### src/rtl/mio_bus_responder.sv
// rtl/mio_bus_responder.sv - target-side memory/IO responder: RAM with wait states, switches, LED, counter
module mio_bus_responder #(
  parameter int RAM_AW   = 10,
  parameter int RAM_WAIT = 1
) (
  input  logic              clk,
  input  logic              rst,
  input  logic              CPU_MIO,
  input  logic              mem_w,
  input  logic [31:0]       Addr_in,
  input  logic [31:0]       Data_from_cpu,
  output logic [31:0]       Data_to_cpu,
  output logic              MIO_ready,
  output logic [RAM_AW-1:0] ram_addr,
  output logic              ram_we,
  output logic [31:0]       ram_din,
  input  logic [31:0]       ram_dout,
  input  logic [15:0]       sw,
  output logic [15:0]       led,
  output logic              bus_err
);

  typedef enum logic [2:0] {S_IDLE, S_ACCESS, S_WAIT, S_CAPTURE, S_DONE} state_t;

  localparam logic [3:0] WAIT_INIT = 4'(RAM_WAIT);

  state_t      state, next_state;
  logic        wr_q;
  logic [3:0]  wait_cnt;
  logic [31:0] counter;
  logic [31:0] rd_data;
  logic        is_ram, is_sw, is_led, is_cnt, is_err;
  logic        unused_addr_bits;

  // Byte-lane bits carry no meaning on this word-wide bus.
  assign unused_addr_bits = ^Addr_in[1:0];

  assign is_ram = (Addr_in[31:28] == 4'h0);
  assign is_sw  = (Addr_in[31:2] == 30'h38000000);
  assign is_led = (Addr_in[31:2] == 30'h3C000000);
  assign is_cnt = (Addr_in[31:2] == 30'h3C000001);
  assign is_err = !(is_ram || is_sw || is_led || is_cnt);

  always_comb begin
    rd_data = 32'h0;
    if (is_sw)       rd_data = {16'h0, sw};
    else if (is_led) rd_data = {16'h0, led};
    else if (is_cnt) rd_data = counter;
  end

  always_ff @(posedge clk) begin
    if (!rst) state <= S_IDLE;
    else      state <= next_state;
  end

  always_comb begin
    next_state = state;
    MIO_ready  = 1'b0;
    ram_we     = 1'b0;
    case (state)
      S_IDLE:    if (CPU_MIO) next_state = is_ram ? S_ACCESS : S_DONE;
      S_ACCESS: begin
        ram_we     = wr_q;
        next_state = (RAM_WAIT == 0) ? S_CAPTURE : S_WAIT;
      end
      S_WAIT:    if (wait_cnt <= 4'd1) next_state = S_CAPTURE;
      S_CAPTURE: next_state = S_DONE;
      S_DONE: begin
        MIO_ready  = 1'b1;
        next_state = S_IDLE;
      end
      default:   next_state = S_IDLE;
    endcase
  end

  // Peripheral side effects and read capture happen on the acceptance edge itself.
  always_ff @(posedge clk) begin
    if (!rst) begin
      wr_q        <= 1'b0;
      wait_cnt    <= 4'd0;
      counter     <= 32'h0;
      led         <= 16'h0;
      bus_err     <= 1'b0;
      Data_to_cpu <= 32'h0;
      ram_addr    <= '0;
      ram_din     <= 32'h0;
    end else begin
      counter <= counter + 32'd1;
      case (state)
        S_IDLE: if (CPU_MIO) begin
          wr_q     <= mem_w;
          ram_addr <= Addr_in[RAM_AW+1:2];
          ram_din  <= Data_from_cpu;
          if (is_err) bus_err <= 1'b1;
          if (!is_ram) begin
            if (mem_w) begin
              if (is_led) led     <= Data_from_cpu[15:0];
              if (is_cnt) counter <= Data_from_cpu;
            end else begin
              Data_to_cpu <= rd_data;
            end
          end
        end
        S_ACCESS:  wait_cnt <= WAIT_INIT;
        S_WAIT:    wait_cnt <= wait_cnt - 4'd1;
        S_CAPTURE: if (!wr_q) Data_to_cpu <= ram_dout;
        default: ;
      endcase
    end
  end

endmodule
### config.mk
export PLATFORM = sky130hd
export DESIGN_NAME = mio_bus_responder
export DESIGN_NICKNAME = d
export VERILOG_FILES = /design/src/rtl/mio_bus_responder.sv
export SDC_FILE = /design/constraint.sdc
export NUM_CORES = 1
export LEC_CHECK = 0
export ABC_AREA = 1
export CORE_MARGIN = 3
export CORE_UTILIZATION = 46
export CTS_CLUSTER_SIZE = 8
export DETAILED_ROUTE_END_ITERATION = 16
export HOLD_SLACK_MARGIN = 0.1
export PLACE_DENSITY = 0.8
export SLEW_MARGIN = 20
export SYNTH_ARGS = -nofsm -noshare
export SYNTH_HDL_FRONTEND = slang
export SYNTH_SLANG_ARGS = --single-unit
### constraint.sdc
create_clock -name clk -period 4.5 [get_ports clk]
set_clock_uncertainty 0.1 [all_clocks]
set_input_delay 1.125 -clock clk [delete_from_list [all_inputs] [get_ports clk]]
set_output_delay 1.125 -clock clk [all_outputs]
set_load 0.05 [all_outputs]
==> results of run 1 <==
[layer usage]
layer	routed length (um)	up-vias
met4	208	0
met5	0	-
met3	1890	20
met1	9450	3056
li1	-	3439
met2	9000	298
[final cells by class]
type                       instances  area share [%]
inverter                          72            2.99
timing repair buffer             218            23.8
multi-input combinational        648            35.1
clock buffer                      18            4.86
tap                              176            2.44
clock inverter                    13            1.79
sequential                       131            29.0
[per-stage QoR]
step / cell area [um^2] / utilization, % / hold WS, ps
final: 9030 / 67.9 / 363
after global routing: 9030 / 67.9 / 377
after CTS: 9030 / 67.9 / 364
after detailed placement: 8430 / 63.4 / 355
after global placement: 8430 / 63.4 / 337
after floorplan: 6280 / - / 351
[cell usage after synthesis (all sizes together)]
cell and n:
or2 2, o21ai 93, nand4 18, nor2 78
inv 72, clkbuf 29, and2 2, nor3 34
dfxtp 131, nand3b 1, nand2 172, xor2 9
a31oi 13, a211oi 1, xnor2 7, buf 21
ha 3, a32o 1, nor3b 1, a21oi 131
nand3 80, o22ai 2
[kinds of logic (layout without fill, tap and decap cells)]
group                      count (synthesis)  after routing
adders and majority gates                  3              3
and+or+nand+nor                          388            388
xor gates and xnor gates                  16             16
buffers and inverters                    122            321
DFF                                      131            131
AOI/OAI and AO/OA                        241            241
[power by group through the flow]
stage | logic [mW] | clock network [mW] | registers, mW
finish | 0.536 | 1.41 | 1.24
global route | 0.570 | 1.47 | 1.25
CTS | 0.537 | 1.42 | 1.24
detailed placement | 0.534 | 0 | 1.27
global placement | 0.532 | 0 | 1.26
floorplan | 0.139 | 0 | 1.43
[flip-flops by register name, summed over array words and instances (netlist names)]
| signal | cells |
|---|---|
| Data_to_cpu | 32 |
| bus_err | 1 |
| counter | 32 |
| led | 16 |
| ram_addr | 10 |
| ram_din | 32 |
| state | 3 |
| wait_cnt | 4 |
| wr_q | 1 |
[layout by cell type, fill, tap and decap left out, types with 4 or more instances in the layout]
cell             count
clkbuf_16           17
clkdlybuf4s50_1    205
inv_1               63
a21oi_1            130
nand2_1            169
clkinvlp_4           4
a31oi_1             13
xnor2_1              7
xor2_1               9
nand4_1             18
o21ai_1             51
nor2_1              72
nand3_1             77
nor2_2               4
inv_2                8
dfxtp_1            131
nor3_1              31
buf_4               12
o21ai_0             42
[worst max path at each step]
stage | start | cells past startpoint | to | slack (ps)
floorplan | state[2]$_SDFFE_PN0P_ | 2 | MIO_ready | 1760
global placement | Addr_in[29] | 10 | counter[29]$_SDFF_PN0_ | 970
detailed placement | Addr_in[2] | 10 | counter[25]$_SDFF_PN0_ | 950
CTS | state[0]$_SDFFE_PN0P_ | 5 | ram_we | 1180
global route | state[0]$_SDFFE_PN0P_ | 5 | ram_we | 1030
finish | state[0]$_SDFFE_PN0P_ | 5 | ram_we | 1200
[critical path, cell delays in order, from the launching register on]
cell	delay, ps
dfxtp_1	440
inv_1	60
nor3_1	130
inv_1	110
nor2_1	100
clkdlybuf4s50_1	810
==> flow_metrics.tcl, run 1 <==
set metrics [dict create \
    place_congestion 0.920 \
    routed_via_density 5.34 \
    grtUsageMet1_pct 38.7 \
    synthSimpleGateAreaFrac_pct 27.8 \
    use_met2_pct 41.5 \
    die_w_um 123 \
    ys_seq_area_share_pct 41.8 \
    syn_nets 1020 \
    clkLatencyLatePin_ps 420 \
    grt_start_max_net_pins 92 \
    die_area_mm2 0.0151 \
    multiInputGateArea_mm2 0.00317 \
    cts.sinks 131 \
    place_inst 1245 \
    sw_frac_of_total_pct 27.6 \
    preCtsSetupSlack_ps 955 \
    ant_nets 0 \
    crit_arrival_ps 2070 \
    synth_top_family_by_area "simple AND/OR/NAND/NOR gates" \
    syn_inst 901 \
    synth_area_mm2 0.00628 \
    dr.pass1.iters 6 \
    synth_compound_area_share_pct 19.8 \
    tightest_slew_ps 1040 \
    clk_pin_slew_worst_paths_ps 60 \
    rsz0062_at_grt "false" \
    grt_overflow 0 \
    post_cts_resize_count 0 \
    setup_viol 0 \
    drive_above_1_share_pct 6.27 \
    synth.distinct_cells 36 \
    ir_drop_mv 0.313 \
    p_leak_nw 3.36 \
    core-area_mm2 0.0133 \
    hold_depth 2 \
    wl_per_cell_um 16.1 \
    use_met3_pct 6.77 \
    dp_hpwl_mm 15.3 \
    synthTopCellsByArea "dfxtp_1, a21oi_1, nand2_1, nand3_1, nor2_1" \
    grt.busiest_layer "met2" \
    maxCapViolCount 0 \
    reg2reg_slack_ps 2030 \
    diodes 0 \
    worstPathRequired_ps 3270 \
    worstSetupPathType "register to output pin" \
    seq_power_share_pct 39.0 \
    cts_buffers 17 \
    grtUsageTotal_pct 27.2 \
    slew-limit-headroom_pct 30.3 \
    io_pins 209 \
    yosys_warnings 0 \
    yosysTopAreaCellShare_pct 41.8 \
    ctsHoldBuffers 0 \
    hp-class "register to register" \
    intPower_mw 2.31 \
    initial_core_util_pct 47.2 \
    pwr-share-comb_pct 16.8 \
    synthMuxAreaShare_pct 0 \
    first_global_vias 6219 \
    power_density_mw_per_mm2 353 \
    max_freq_ghz 0.303 \
    rows 42 \
    cp-start-kind "register" \
    register_area_mm2 0.00262 \
    hold_viol 0 \
    switchingPower_uw 881 \
    fin_crit_sh_pct 73.2 \
    grt_pass1_wl_mm 32.1 \
    synthAdderAreaFrac_pct 0.598 \
    ys_ff_latch 131 \
    p_total_mw 3.19 \
    setup_tns_ps 0 \
    cts-root-buf "clkbuf_16" \
    slew_violations 0 \
    critPathMaxFanout 5 \
    cts_tree "built" \
    fin_cells 1276 \
    nFillCells 1188 \
    antenna_found_initial 0 \
    syn2layout_area_growth_pct 43.7 \
    die-height_um 123 \
    initialDrtViolationCount 593 \
    fin_ws_ps 1200 \
    clk_path_buf_depth 2 \
    wl_mm 20.5 \
    hold_start "ram_din[29]$_SDFFE_PN0P_" \
    ff2ff_path_depth 10 \
    synth_xor_xnor_area_share_pct 2.23 \
    syn_avg_cell_area_um2 6.97 \
    postCtsSetupRepairBufs 0 \
    nets 1207 \
    min_period_ps 3300 \
    synth_area_leader_cell "dfxtp_1" \
    clockPowerShare_pct 44.2 \
    vias 6813 \
    port_buffers 206 \
    drc 0 \
    r2r-end "Data_to_cpu[12]$_SDFFE_PN0P_" \
    outcome "finished, final reports clean" \
    hold_end "ram_din[29]$_SDFFE_PN0P_" \
    regToRegStartpoint "state[2]$_SDFFE_PN0P_" \
    cp-end-kind "output pin" \
    cts_max_level 4 \
]
Note: power is estimated with default switching activity, not from simulation.
==> run 2, diff against run 1 <==
--- a/config.mk
+++ b/config.mk
@@ -7,11 +7,11 @@
 export LEC_CHECK = 0
 export ABC_AREA = 1
 export CORE_MARGIN = 3
-export CORE_UTILIZATION = 46
+export CORE_UTILIZATION = 42
 export CTS_CLUSTER_SIZE = 8
 export DETAILED_ROUTE_END_ITERATION = 16
 export HOLD_SLACK_MARGIN = 0.1
-export PLACE_DENSITY = 0.8
+export PLACE_DENSITY = 0.77
 export SLEW_MARGIN = 20
 export SYNTH_ARGS = -nofsm -noshare
 export SYNTH_HDL_FRONTEND = slang
==> constraint.sdc (replaced) <==
create_clock -name clk -period 3 [get_ports clk]
set_clock_uncertainty 0.1 [all_clocks]
set_input_delay 0.75 -clock clk [delete_from_list [all_inputs] [get_ports clk]]
set_output_delay 0.75 -clock clk [all_outputs]
set_load 0.05 [all_outputs]
==> run 2 against run 1 <==
Compared with the run above: core utilization fell by 5.2 points; worst hold slack got worse by 5.8 ps; register-to-register slack got worse by 1200 ps; global-route usage fell by 2.5 points; sequential power rose by 50%; wire length rose by 1.9%; sequential cell count did not move; total power rose by 56%; non-clock buffer count rose by 5; largest cell class unchanged.
==> flow_metrics.tcl, run 2 (same netlist as run 1, synthesis figures left out) <==
set metrics [dict create \
    sw_frac_of_total_pct 26.3 \
    final_common_cell "clkdlybuf4s50_1" \
    route.met3.wl_mm 1.96 \
    rsz0062_at_grt "false" \
    met2WireLength_mm 8.94 \
    wl_mm 20.9 \
    clk_path_buf_depth 2 \
    worstPathRequired_ps 2150 \
    core-area_mm2 0.0146 \
    top_layer_used "met4" \
    setup_tns_ps 0 \
    seq_power_share_pct 37.5 \
    dpl_cell_area_mm2 0.00850 \
    ir_drop_mv 0.392 \
    die_area_mm2 0.0165 \
    setup_viol 0 \
    io_pins 209 \
    path_buf_inv 2 \
    first_global_vias 6306 \
    hp-class "register to register" \
    routed_via_density 5.27 \
    initialDrtViolationCount 596 \
    grtUsageTotal_pct 24.8 \
    final_cell_mix "clkdlybuf4s50_1, nand2_1, dfxtp_1" \
    reg_top3 "Data_to_cpu x32, counter x32, ram_din x32" \
    power_density_mw_per_mm2 543 \
    slew-limit-headroom_pct 52.8 \
    die-height_um 128 \
    outcome "finished, final reports clean" \
    tightest_slew_ps 708 \
    wl_per_cell_um 16.2 \
    min_period_ps 2780 \
    place_congestion 0.926 \
    p_leak_nw 3.43 \
    cts_max_level 4 \
    switchingPower_mw 1.31 \
    diodes 0 \
    crit_arrival_ps 1930 \
    initial_core_util_pct 43.1 \
    maxCapViolCount 0 \
    grt_pass1_wl_mm 32.2 \
    clkLatencyLatePin_ps 420 \
    drc 0 \
    fin_crit_sh_pct 92.7 \
    critPathMaxFanout 4 \
    antenna_found_initial 0 \
    clockPowerShare_pct 46.1 \
    grt_start_max_net_pins 69 \
    worstSetupPathType "register to output pin" \
    ff2ff_path_depth 7 \
    cts-root-buf "clkbuf_16" \
    port_buffers 206 \
    hold_slack_ps 357 \
    path_delay_family "buffers and inverters" \
    clk_pin_slew_worst_paths_ps 50 \
    wl_met1_mm 9.73 \
    die_w_um 128 \
    vias 6799 \
    dp_hpwl_mm 15.7 \
    finalInstanceArea_mm2 0.00914 \
    cp-start-kind "register" \
    rows 44 \
    syn2layout_area_growth_pct 45.6 \
    cp-end-kind "output pin" \
    cts_buffers 17 \
    crit_slowest_cell "clkdlybuf4s50_1" \
    post_cts_resize_count 1 \
    hold_viol 0 \
    grt_overflow 0 \
    cp_slowest_stage_delay_ps 840 \
    final_util_pct 62.7 \
    hold_depth 2 \
    crit_path_cell_trace "inv_1, nor3_1, clkdlybuf4s50_1" \
    slew_violations 0 \
    intPower_mw 3.66 \
    cts.sinks 131 \
    drive_above_1_share_pct 6.42 \
    max_freq_ghz 0.360 \
    ant_nets 0 \
    postCtsSetupRepairBufs 0 \
    pwr-share-comb_pct 16.3 \
    nets 1212 \
    cts_tree "built" \
    dr.pass1.iters 5 \
    ctsHoldBuffers 0 \
    path_depth 3 \
]
[run 2: cell count changes in the layout (fill, tap and decap cells not counted)]
| cell | delta |
|---|---|
| buf_12 | +2 |
| buf_4 | +3 |
| bufinv_16 | +2 |
| clkbuf_1 | +4 |
| clkbuf_8 | +1 |
| clkdlybuf4s50_1 | -1 |
| clkinv_1 | -1 |
| clkinv_2 | -1 |
| clkinv_4 | -2 |
| clkinvlp_4 | -3 |
| dlygate4sd2_1 | +1 |
| inv_1 | +1 |
[run 2: power groups by stage]
stage / clock [mW] / sequential (mW) / combinational [mW]
6_report: 2.29 / 1.86 / 0.811
5_1_grt: 2.39 / 1.87 / 0.859
4_1_cts: 2.31 / 1.86 / 0.812
3_5_place_dp: 0 / 1.90 / 0.809
3_3_place_gp: 0 / 1.90 / 0.803
2_1_floorplan: 0 / 2.14 / 0.209
[run 2: final timing paths]
kind | from | endpoint | slack (ps)
worst max-delay path | state[2]$_SDFFE_PN0P_ | MIO_ready | 220
worst min-delay path | bus_err$_SDFFE_PN0P_ | bus_err$_SDFFE_PN0P_ | 360
worst max register to register | state[1]$_SDFFE_PN0P_ | Data_to_cpu[12]$_SDFFE_PN0P_ | 810
worst min register to register | bus_err$_SDFFE_PN0P_ | bus_err$_SDFFE_PN0P_ | 360
[run 2: cell type report]
| class | instances | area [um^2] |
|---|---|---|
| fill | 1334 | 5450 |
| clock inverter | 9 | 176 |
| tap | 184 | 230 |
| sequential | 131 | 2620 |
| inverter | 72 | 270 |
| multi-input combinational | 648 | 3170 |
| timing repair buffer | 223 | 2210 |
| clock buffer | 23 | 468 |
[run 2: layer usage]
layer,up-vias,track usage (%)
met5,-,0
met4,0,7.18
met3,27,6.25
met2,286,36.3
met1,3058,35.9
li1,3428,-
[run 2: through the flow]
| step | worst slack, ps | std cells | power [mW] |
|---|---|---|---|
| floorplan | 636 | 901 | 2.35 |
| global placement | 222 | 1258 | 2.70 |
| detailed placement | 131 | 1258 | 2.71 |
| CTS | 208 | 1290 | 4.98 |
| global route | 115 | 1290 | 5.12 |
| finish | 220 | 1290 | 4.96 |
[run 2: worst reg2reg max path, delay by kind of cell (launching register included)]
family	cells	cell delay, ps
compound gates	3	440
buf+inv	1	500
flops	1	470
simple gates	3	530
